### config.mk
export PLATFORM = sky130hd
export DESIGN_NAME = branch_resolve_unit_flat
export DESIGN_NICKNAME = d
export VERILOG_FILES = /design/src/rtl/branch_pkg.sv /design/src/rtl/branch_resolve_unit_if.sv /design/src/rtl/branch_history_table.sv /design/src/rtl/branch_resolve_unit.sv /design/src/flat_wrapper.sv
export SDC_FILE = /design/constraint.sdc
export NUM_CORES = 1
export LEC_CHECK = 0
export ABC_CLOCK_PERIOD_IN_PS = 4150
export BUFFER_PORTS_ARGS = -buffer_cell sky130_fd_sc_hd__buf_2
export CAP_MARGIN = 20
export CORE_ASPECT_RATIO = 1.75
export CORE_MARGIN = 4
export CORE_UTILIZATION = 57
export DETAILED_ROUTE_END_ITERATION = 8
export PLACE_DENSITY = 0.81
export SYNTH_ARGS = -nofsm -noshare
export SYNTH_HDL_FRONTEND = slang
export SYNTH_SLANG_ARGS = --single-unit
### constraint.sdc
create_clock -name i_clk -period 4.15 [get_ports i_clk]
set_input_delay 0.6225 -clock i_clk [delete_from_list [all_inputs] [get_ports i_clk]]
set_output_delay 0.6225 -clock i_clk [all_outputs]
set_load 0.02 [all_outputs]
### src/rtl/branch_pkg.sv
// Shared types and constants for EX-stage branch resolution and the
// branch history table it trains.
package branch_pkg;

  localparam logic [2:0] BR_BEQ  = 3'b000;
  localparam logic [2:0] BR_BNE  = 3'b001;
  localparam logic [2:0] BR_BLT  = 3'b100;
  localparam logic [2:0] BR_BGE  = 3'b101;
  localparam logic [2:0] BR_BLTU = 3'b110;
  localparam logic [2:0] BR_BGEU = 3'b111;

  typedef logic [1:0] bht_ctr_t;
  localparam bht_ctr_t BHT_RST = 2'b01;
  localparam bht_ctr_t BHT_MAX = 2'b11;
  localparam bht_ctr_t BHT_MIN = 2'b00;

  typedef enum logic {IDLE, FLUSH} br_state_e;

  // 2-bit saturating counter step
  function automatic bht_ctr_t bht_next(bht_ctr_t ctr, logic taken);
    bht_ctr_t res;
    res = ctr;
    if (taken) begin
      if (ctr != BHT_MAX) res = ctr + 2'b01;
    end else begin
      if (ctr != BHT_MIN) res = ctr - 2'b01;
    end
    return res;
  endfunction

endpackage

### src/rtl/branch_resolve_unit_if.sv
// Signal bundle between the pipeline (IF/EX/BRC side) and the branch
// resolve unit.
interface branch_resolve_unit_if
  import branch_pkg::*;
#(
  parameter int PC_W = 32
);
  // i_ex_valid qualifies every i_ex_* field in the same cycle; there is no
  // ready/backpressure, the unit resolves an EX op in the cycle it is valid.
  logic [PC_W-1:0] i_if_pc;
  logic            o_if_pred_taken;
  logic            i_ex_valid;
  logic            i_ex_is_branch;
  logic            i_ex_is_jump;
  logic [2:0]      i_ex_funct3;
  logic [PC_W-1:0] i_ex_pc;
  logic [PC_W-1:0] i_ex_target;
  logic            i_ex_pred_taken;
  logic            o_br_un;
  logic            i_br_less;
  logic            i_br_equal;
  logic            o_redirect;
  logic [PC_W-1:0] o_redirect_pc;
  logic            o_flush;
  logic [31:0]     o_br_cnt;
  logic [31:0]     o_mispred_cnt;
  br_state_e       dbg_state;

  modport master (
    output i_if_pc, i_ex_valid, i_ex_is_branch, i_ex_is_jump, i_ex_funct3,
           i_ex_pc, i_ex_target, i_ex_pred_taken, i_br_less, i_br_equal,
    input  o_if_pred_taken, o_br_un, o_redirect, o_redirect_pc, o_flush,
           o_br_cnt, o_mispred_cnt, dbg_state
  );

  modport slave (
    input  i_if_pc, i_ex_valid, i_ex_is_branch, i_ex_is_jump, i_ex_funct3,
           i_ex_pc, i_ex_target, i_ex_pred_taken, i_br_less, i_br_equal,
    output o_if_pred_taken, o_br_un, o_redirect, o_redirect_pc, o_flush,
           o_br_cnt, o_mispred_cnt, dbg_state
  );

endinterface

### src/rtl/branch_history_table.sv
// Array of 2-bit saturating counters: combinational read port for IF,
// single saturating update port for EX.
module branch_history_table
  import branch_pkg::*;
#(
  parameter int ENTRIES = 64,
  parameter int IDX_W   = $clog2(ENTRIES)
) (
  input  logic             clk,
  input  logic             rst_n,
  input  logic [IDX_W-1:0] rd_idx,
  output bht_ctr_t         rd_ctr,
  input  logic             wr_en,
  input  logic [IDX_W-1:0] wr_idx,
  input  logic             wr_taken
);

  bht_ctr_t mem [ENTRIES];

  // Read is straight from the registers, so a same-cycle update is not seen.
  assign rd_ctr = mem[rd_idx];

  always_ff @(posedge clk) begin
    if (!rst_n) begin
      for (int i = 0; i < ENTRIES; i++) mem[i] <= BHT_RST;
    end else if (wr_en) begin
      mem[wr_idx] <= bht_next(mem[wr_idx], wr_taken);
    end
  end

endmodule

### src/rtl/branch_resolve_unit.sv
// EX-stage branch resolution: funct3 decode, outcome vs prediction check,
// registered redirect/flush, BHT training and performance counters.
module branch_resolve_unit
  import branch_pkg::*;
#(
  parameter int BHT_ENTRIES = 64,
  parameter int PC_W        = 32
) (
  input logic                  i_clk,
  input logic                  i_reset,
  branch_resolve_unit_if.slave bus
);

  localparam int IDX_W = $clog2(BHT_ENTRIES);

  br_state_e       state_q, state_d;
  logic            f3_legal;
  logic            actual_taken;
  logic            in_idle;
  logic            jump_ev;
  logic            branch_ev;
  logic            mispred;
  logic            redirect_d;
  logic [PC_W-1:0] seq_pc;
  logic [PC_W-1:0] target_d;
  logic            redirect_q;
  logic [PC_W-1:0] redirect_pc_q;
  logic [31:0]     br_cnt_q;
  logic [31:0]     mispred_cnt_q;
  bht_ctr_t        if_ctr;
  logic            unused_if_pc;

  assign f3_legal = (bus.i_ex_funct3 != 3'b010) && (bus.i_ex_funct3 != 3'b011);

  always_comb begin
    actual_taken = 1'b0;
    case (bus.i_ex_funct3)
      BR_BEQ:           actual_taken = bus.i_br_equal;
      BR_BNE:           actual_taken = !bus.i_br_equal;
      BR_BLT, BR_BLTU:  actual_taken = bus.i_br_less;
      BR_BGE, BR_BGEU:  actual_taken = !bus.i_br_less;
      default:          actual_taken = 1'b0;
    endcase
  end

  assign bus.o_br_un = (bus.i_ex_funct3 == BR_BLTU) || (bus.i_ex_funct3 == BR_BGEU);

  // Jump wins when both type flags are set; FLUSH masks all EX activity.
  assign in_idle    = (state_q == IDLE);
  assign jump_ev    = in_idle && bus.i_ex_valid && bus.i_ex_is_jump;
  assign branch_ev  = in_idle && bus.i_ex_valid && bus.i_ex_is_branch &&
                      !bus.i_ex_is_jump && f3_legal;
  assign mispred    = branch_ev && (actual_taken != bus.i_ex_pred_taken);
  assign redirect_d = jump_ev || mispred;
  assign seq_pc     = bus.i_ex_pc + PC_W'(4);
  assign target_d   = (jump_ev || actual_taken) ? bus.i_ex_target : seq_pc;

  always_comb begin
    state_d = state_q;
    case (state_q)
      IDLE:    if (redirect_d) state_d = FLUSH;
      FLUSH:   state_d = IDLE;
      default: state_d = IDLE;
    endcase
  end

  always_ff @(posedge i_clk) begin
    if (!i_reset) begin
      state_q       <= IDLE;
      redirect_q    <= 1'b0;
      redirect_pc_q <= '0;
      br_cnt_q      <= '0;
      mispred_cnt_q <= '0;
    end else begin
      state_q    <= state_d;
      redirect_q <= redirect_d;
      if (redirect_d) redirect_pc_q <= target_d;
      if (branch_ev)  br_cnt_q      <= br_cnt_q + 32'd1;
      if (mispred)    mispred_cnt_q <= mispred_cnt_q + 32'd1;
    end
  end

  branch_history_table #(
    .ENTRIES (BHT_ENTRIES),
    .IDX_W   (IDX_W)
  ) u_bht (
    .clk      (i_clk),
    .rst_n    (i_reset),
    .rd_idx   (bus.i_if_pc[IDX_W+1:2]),
    .rd_ctr   (if_ctr),
    .wr_en    (branch_ev),
    .wr_idx   (bus.i_ex_pc[IDX_W+1:2]),
    .wr_taken (actual_taken)
  );

  assign unused_if_pc = ^{bus.i_if_pc[PC_W-1:IDX_W+2], bus.i_if_pc[1:0], if_ctr[0]};

  assign bus.o_if_pred_taken = if_ctr[1];
  assign bus.o_redirect      = redirect_q;
  assign bus.o_flush         = redirect_q;
  assign bus.o_redirect_pc   = redirect_pc_q;
  assign bus.o_br_cnt        = br_cnt_q;
  assign bus.o_mispred_cnt   = mispred_cnt_q;
  assign bus.dbg_state       = state_q;

endmodule
### src/flat_wrapper.sv
// flat-port wrapper written by rule: the top's interface ports become plain ports
module branch_resolve_unit_flat import branch_pkg::*;
#(
  parameter int BHT_ENTRIES = 64,
  parameter int PC_W        = 32
)
  (i_clk, i_reset, bus_i_if_pc, bus_i_ex_valid, bus_i_ex_is_branch, bus_i_ex_is_jump, bus_i_ex_funct3, bus_i_ex_pc, bus_i_ex_target, bus_i_ex_pred_taken, bus_i_br_less, bus_i_br_equal, bus_o_if_pred_taken, bus_o_br_un, bus_o_redirect, bus_o_redirect_pc, bus_o_flush, bus_o_br_cnt, bus_o_mispred_cnt, bus_dbg_state);
  branch_resolve_unit_if #(.PC_W(PC_W)) bus_i ();
  input logic i_clk;
  input logic i_reset;
  input wire logic [$bits(bus_i.i_if_pc)-1:0] bus_i_if_pc;
  input wire logic [$bits(bus_i.i_ex_valid)-1:0] bus_i_ex_valid;
  input wire logic [$bits(bus_i.i_ex_is_branch)-1:0] bus_i_ex_is_branch;
  input wire logic [$bits(bus_i.i_ex_is_jump)-1:0] bus_i_ex_is_jump;
  input wire logic [$bits(bus_i.i_ex_funct3)-1:0] bus_i_ex_funct3;
  input wire logic [$bits(bus_i.i_ex_pc)-1:0] bus_i_ex_pc;
  input wire logic [$bits(bus_i.i_ex_target)-1:0] bus_i_ex_target;
  input wire logic [$bits(bus_i.i_ex_pred_taken)-1:0] bus_i_ex_pred_taken;
  input wire logic [$bits(bus_i.i_br_less)-1:0] bus_i_br_less;
  input wire logic [$bits(bus_i.i_br_equal)-1:0] bus_i_br_equal;
  output wire logic [$bits(bus_i.o_if_pred_taken)-1:0] bus_o_if_pred_taken;
  output wire logic [$bits(bus_i.o_br_un)-1:0] bus_o_br_un;
  output wire logic [$bits(bus_i.o_redirect)-1:0] bus_o_redirect;
  output wire logic [$bits(bus_i.o_redirect_pc)-1:0] bus_o_redirect_pc;
  output wire logic [$bits(bus_i.o_flush)-1:0] bus_o_flush;
  output wire logic [$bits(bus_i.o_br_cnt)-1:0] bus_o_br_cnt;
  output wire logic [$bits(bus_i.o_mispred_cnt)-1:0] bus_o_mispred_cnt;
  output wire logic [$bits(bus_i.dbg_state)-1:0] bus_dbg_state;
  assign bus_i.i_if_pc = bus_i_if_pc;
  assign bus_i.i_ex_valid = bus_i_ex_valid;
  assign bus_i.i_ex_is_branch = bus_i_ex_is_branch;
  assign bus_i.i_ex_is_jump = bus_i_ex_is_jump;
  assign bus_i.i_ex_funct3 = bus_i_ex_funct3;
  assign bus_i.i_ex_pc = bus_i_ex_pc;
  assign bus_i.i_ex_target = bus_i_ex_target;
  assign bus_i.i_ex_pred_taken = bus_i_ex_pred_taken;
  assign bus_i.i_br_less = bus_i_br_less;
  assign bus_i.i_br_equal = bus_i_br_equal;
  assign bus_o_if_pred_taken = bus_i.o_if_pred_taken;
  assign bus_o_br_un = bus_i.o_br_un;
  assign bus_o_redirect = bus_i.o_redirect;
  assign bus_o_redirect_pc = bus_i.o_redirect_pc;
  assign bus_o_flush = bus_i.o_flush;
  assign bus_o_br_cnt = bus_i.o_br_cnt;
  assign bus_o_mispred_cnt = bus_i.o_mispred_cnt;
  assign bus_dbg_state = bus_i.dbg_state;
  branch_resolve_unit #(.BHT_ENTRIES(BHT_ENTRIES), .PC_W(PC_W)) u_core (.i_clk(i_clk), .i_reset(i_reset), .bus(bus_i));
endmodule
==> results of run 1 <==
[power by group]
group / total [mW] / internal [mW] / switching (mW)
sequential: 2.44 / 2.41 / 0.0305
clock: 1.87 / 1.04 / 0.836
combinational: 0.671 / 0.220 / 0.451
[layout make-up]
class                      count  area share [%]
sequential                   226           41.64
multi-input combinational    882           42.02
timing repair buffer         224           9.011
inverter                      16          0.4308
clock inverter                 4          0.1257
tap                          252           2.262
clock buffer                  32           4.505
[registers in the layout, indices dropped and copies added, names as in the netlist]
register                  cells
u_core.bus.o_mispred_cnt     32
u_core.bus.o_flush            1
u_core.bus.dbg_state          1
u_core.bus.o_redirect_pc     32
u_core.u_bht.mem            128
u_core.bus.o_br_cnt          32
[worst max path at each step]
stage / start / endpoint / slack (ns) / depth (start not counted)
after floorplan: bus_i_if_pc[2] / bus_o_if_pred_taken / 0.42 / 5
after global placement: bus_i_ex_pc[3] / u_core.u_bht.mem[31][0]$_SDFFCE_PN1P_ / 0.51 / 10
after detailed placement: bus_i_ex_pc[3] / u_core.u_bht.mem[19][0]$_SDFFCE_PN1P_ / 0.49 / 10
after CTS: bus_i_if_pc[2] / bus_o_if_pred_taken / 0.69 / 6
after global routing: bus_i_if_pc[2] / bus_o_if_pred_taken / 0.59 / 6
final: bus_i_if_pc[2] / bus_o_if_pred_taken / 0.64 / 6
[cells by family (layout without fill, tap and decap cells)]
kind of cell | after synthesis | after routing | share of synthesized area, %
adder cells (fa/ha/maj) | 5 | 5 | 0.4847
buffers and inverters | 110 | 276 | 4.156
AND/OR/NAND/NOR | 588 | 588 | 25.62
multiplexers | 55 | 55 | 7.806
AO/OA/AOI/OAI | 158 | 158 | 8.601
XOR/XNOR | 76 | 76 | 5.486
flip-flops | 226 | 226 | 47.85
[critical path, cell delays in order]
cell and delay (ns):
buf_2 0.08, buf_4 0.33, mux4_2 0.64, mux4_2 0.49, mux4_2 0.52, buf_2 0.18
[cells in the mapped netlist, types with 20 or more instances]
library cell,instances
dfxtp_1,98
nand3_1,49
mux2i_1,20
mux4_2,31
xnor2_1,47
and2_1,46
nor3_1,21
nand2_1,173
clkbuf_1,53
o21ai_0,42
nand4_1,23
nand3_2,60
xor2_1,29
a21oi_1,37
a211oi_1,21
nor2_1,135
edfxtp_1,128
[layer usage]
metal	global-route usage, %	vias up	part of all wire, %	wire length [um]
li1	-	4688	-	-
met2	52.22	566	52	18010
met4	16.10	0	6.6	2277
met1	30.74	4869	33	11490
met3	4.229	151	8.0	2763
met5	0	-	0	0
==> flow_metrics.tcl, run 1 <==
set metrics [dict create \
    status "finished, final reports clean" \
    powerDensity_nw_per_um2 357.7 \
    p_leak_nw 5.142 \
    drive_gt1_share_pct 26.01 \
    place_inst 1600 \
    fin_crit_sh_pct 84.48 \
    fin_crit_ns 3.506 \
    ys_types 60 \
    crit_path_end_kind "output pin" \
    setup_tns_ns 0 \
    multi_input_area_sq_um 5858 \
    nets 1481 \
    cts_hold_buf 0 \
    drcViolationCount 0 \
    cp_data_arrival_time_ns 2.88 \
    syn_avg_cell_area_sq_um 9.961 \
    die_width_um 118.3 \
    portBuffers 181 \
    synth_seq_area_share_pct 47.85 \
    drt_iter0_drc 1082 \
    whs_ns 0.3736 \
    synthArstFlopShare_pct 0 \
    fin_area_sq_um 13940 \
    synth-edff-count 128 \
    wirelength_um 34550 \
    min_path_type "in -> reg" \
    grt_use_total_pct 28.41 \
    drv_cap 0 \
    holdCritStartpoint "bus_i_ex_pc[0]" \
    synthCells 1218 \
    initial_core_util_pct 57.96 \
    n_fill_cell 1610 \
    syn_to_final_growth_pct 14.90 \
    antenna_cells 0 \
    rrSetupSlack_ns 1.19 \
    grt_max_degree 91 \
    grt_first_pass_wirelength_um 54450 \
    finalNonFillerCells 1636 \
    dp_hpwl_um 24550 \
    root_buffer "clkbuf_16" \
    rows 70 \
    clk_pin_slew_ns 0.07 \
    htree_num_levels 1 \
    hold_path_end "u_core.bus.o_redirect_pc[0]$_SDFFE_PN0P_" \
    tritoncts "built" \
    syn-num-nets 1328 \
    fmaxAchievable_mhz 285.2 \
    layout_common_cells "180 x buf_2, 173 x nand2_1, 135 x nor2_1" \
    cts_setup_buffers 0 \
    wl_per_cell_um 21.12 \
    synth_top_area_share_pct 31.68 \
    core-area_sq_um 20930 \
    p_total_mw 4.986 \
    antenna_found_initial 0 \
    ys.flop_type "edfxtp_1" \
    final_common_cell "buf_2" \
    dr.pass1.iters 6 \
    maxSlewViolCount 0 \
    r2r-end "u_core.u_bht.mem[3][0]$_SDFFCE_PN1P_" \
    timing.rr.start "u_core.bus.dbg_state$_SDFF_PP0_" \
    crit_required_ns 3.53 \
    fin_skew_ns 0.007172 \
    cts-buffers-inserted 21 \
    netlist_top_cells_area "edfxtp_1 32%, dfxtp_1 16%, mux4_2 5.8%, nand2_1 5.4%, nand3_2 4.9%" \
    synth_top_area_cell "edfxtp_1" \
    first_global_vias 10310 \
    clock-sinks 226 \
    vias_per_cell 6.280 \
    setup_viol 0 \
    worst_pin_slew_ns 0.8866 \
    place_ws_ns 0.4861 \
    synth-warning-count 0 \
    dieHeight_um 201 \
    path_class "in -> out" \
    cts_resized 0 \
    place_area_sq_um 13300 \
    ctsLongestPathBuffers 3 \
    crit_fanout 16 \
    synth-seq-cells 226 \
    peakVddDrop_mv 0.2203 \
    ant_nets 0 \
    finalCoreUtilization_pct 66.60 \
    grt_setup_unrepaired "false" \
    final-hold-violation-count 0 \
    netlist_area_sq_um 12130 \
    fin_ws_ns 0.6442 \
    cp-start-kind "input pin" \
    routabilityCongestion 0.9325 \
    dieArea_sq_um 23780 \
    max_slew_margin_pct 40.89 \
    hold-path-cell-count 3 \
    grt_overflow 0 \
    ff2ff_path_depth 7 \
    regArea_sq_um 5806 \
    dr_total_vias 10270 \
    num_io_pins 208 \
    clk-insertion-delay-late_ns 0.51 \
]
No activity file was read; power rests on OpenSTA's default activity.
==> inputs of run 2 (changes only) <==
- ABC_CLOCK_PERIOD_IN_PS: 4150 -> 3590
- clock period: 4.15 -> 3.59 ns (I/O delays scaled with it)
==> run 2 against run 1 <==
Compared with the run above:
- non-clock buffer count grew 7
- critical path type is now in -> reg
- largest power group unchanged
- core utilization grew 0.36 points
- sequential cell count is the same
==> flow_metrics.tcl, run 2 (same netlist as run 1, synthesis figures left out) <==
set metrics [dict create \
    peakVddDrop_mv 0.3929 \
    cts_resized 0 \
    wl_per_cell_um 21.04 \
    largest_register "u_core.u_bht.mem" \
    ff2ff_path_depth 8 \
    regArea_sq_um 5806 \
    ctsLongestPathBuffers 3 \
    core-area_sq_um 20930 \
    status "finished, final reports clean" \
    combPwrFrac_pct 13.8 \
    powerDensity_nw_per_um2 408.7 \
    maxSlewViolCount 0 \
    dr_total_vias 10390 \
    grt_use_total_pct 28.35 \
    nets 1488 \
    hold_path_end "u_core.bus.o_redirect_pc[0]$_SDFFE_PN0P_" \
    rrSetupSlack_ns 0.63 \
    switching_share_pct 26.28 \
    clk-insertion-delay-late_ns 0.50 \
    portBuffers 181 \
    drcViolationCount 0 \
    cp_data_arrival_time_ns 3.71 \
    intPower_mw 4.223 \
    highest_layer "met4" \
    dp_hpwl_um 25030 \
    final-hold-violation-count 0 \
    routabilityCongestion 0.8676 \
    multi_input_area_sq_um 5858 \
    power_frac_seq_pct 49.3 \
    holdCritStartpoint "bus_i_ex_pc[0]" \
    drive_gt1_share_pct 26.36 \
    final_common_cell "buf_2" \
    grt_setup_unrepaired "false" \
    max_slew_margin_pct 19.40 \
    wirelength_met1_um 11380 \
    initial_core_util_pct 57.96 \
    tritoncts "built" \
    p_sw_mw 1.506 \
    n_fill_cell 1573 \
    grt_first_pass_wirelength_um 53930 \
    syn_to_final_growth_pct 15.53 \
    crit_fanout 53 \
    first_global_vias 10450 \
    fmaxAchievable_mhz 296.8 \
    htree_num_levels 1 \
    path_class "in -> reg" \
    crit_path_end_kind "flip-flop" \
    dr.pass1.iters 5 \
    dieHeight_um 201 \
    die_width_um 118.3 \
    setup_viol 0 \
    fin_skew_ns 0.008944 \
    met3_length_um 2685 \
    wl_met2_um 18120 \
    p_leak_nw 5.177 \
    r2r-end "u_core.u_bht.mem[16][0]$_SDFFCE_PN1P_" \
    wirelength_um 34580 \
    cts-buffers-inserted 21 \
    antenna_cells 0 \
    grt_overflow 0 \
    clk_pin_slew_ns 0.07 \
    cts_hold_buf 0 \
    root_buffer "clkbuf_16" \
    min_path_type "in -> reg" \
    largest_reg_flops 128 \
    ant_nets 0 \
    hold-path-cell-count 3 \
    layout_common_cells "180 x buf_2, 173 x nand2_1, 135 x nor2_1" \
    whs_ns 0.2958 \
    drt_iter0_drc 969 \
    drv_cap 0 \
    antenna_found_initial 0 \
    cts_setup_buffers 0 \
    num_io_pins 208 \
    timing.rr.start "u_core.u_bht.mem[41][0]$_SDFFCE_PN1P_" \
    p_clk_share_pct 36.9 \
    rows 70 \
    dieArea_sq_um 23780 \
    fin_crit_sh_pct 93.86 \
    crit_required_ns 3.93 \
    fin_crit_ns 3.370 \
    grt_max_degree 58 \
    cp-start-kind "input pin" \
    clock-sinks 226 \
    finalCoreUtilization_pct 66.96 \
    worst_pin_slew_ns 1.205 \
    vias_per_cell 6.319 \
]
## run 2: stage by stage
step / total power [mW] / worst slack [ns] / area, sq um / setup TNS (ns) / instances
floorplan: 3.386 / 0.03197 / 12130 / 0 / 1218
global placement: 3.641 / 0.06015 / 13390 / 0 / 1607
detailed placement: 3.656 / -0.1354 / 13390 / -6.376 / 1607
CTS: 5.745 / 0.2805 / 14020 / 0 / 1644
global route: 5.921 / 0.1700 / 14020 / 0 / 1644
finish: 5.729 / 0.2203 / 14020 / 0 / 1644
## run 2: critical path, stage by stage
cell and delay [ns]:
buf_2 0.23, buf_4 0.26, nor2_1 0.93, a221oi_1 0.19, o21ai_0 0.44, a22oi_1 0.13
and4_1 0.24, maj3_2 0.35, buf_12 0.21, nor3_1 0.16
## run 2: worst max path at each step
stage | slack [ns] | end | cells after the start | from
floorplan | 0.03 | bus_o_if_pred_taken | 5 | bus_i_if_pc[2]
global placement | 0.06 | u_core.u_bht.mem[63][1]$_SDFFCE_PN0P_ | 10 | bus_i_ex_pc[2]
detailed placement | -0.14 | u_core.u_bht.mem[15][1]$_SDFFCE_PN0P_ | 10 | bus_i_ex_pc[2]
CTS | 0.28 | bus_o_if_pred_taken | 6 | bus_i_if_pc[2]
global route | 0.17 | u_core.u_bht.mem[63][1]$_SDFFCE_PN0P_ | 10 | bus_i_ex_pc[2]
finish | 0.22 | u_core.u_bht.mem[15][1]$_SDFFCE_PN0P_ | 10 | bus_i_ex_pc[2]
## run 2: final cells by class
| type | count | share of cell area, % |
|---|---|---|
| clock inverter | 9 | 0.4999 |
| inverter | 16 | 0.4285 |
| clock buffer | 28 | 4.008 |
| timing repair buffer | 231 | 9.605 |
| multi-input combinational | 882 | 41.79 |
| tap | 252 | 2.249 |
| sequential | 226 | 41.42 |
## run 2: power groups by stage
stage	Clock [mW]	Sequential, mW	Combinational [mW]
5_1_grt	2.26	2.83	0.839
3_5_place_dp	0	2.88	0.777
3_3_place_gp	0	2.87	0.766
6_report	2.12	2.82	0.790
4_1_cts	2.14	2.82	0.781
2_1_floorplan	0	2.90	0.483
## run 2: layer usage
metal / vias to the layer above / GRT usage [%]
met5: - / 0
met4: 0 / 17.65
met3: 148 / 4.454
met2: 565 / 52.57
met1: 4975 / 29.37
li1: 4701 / -
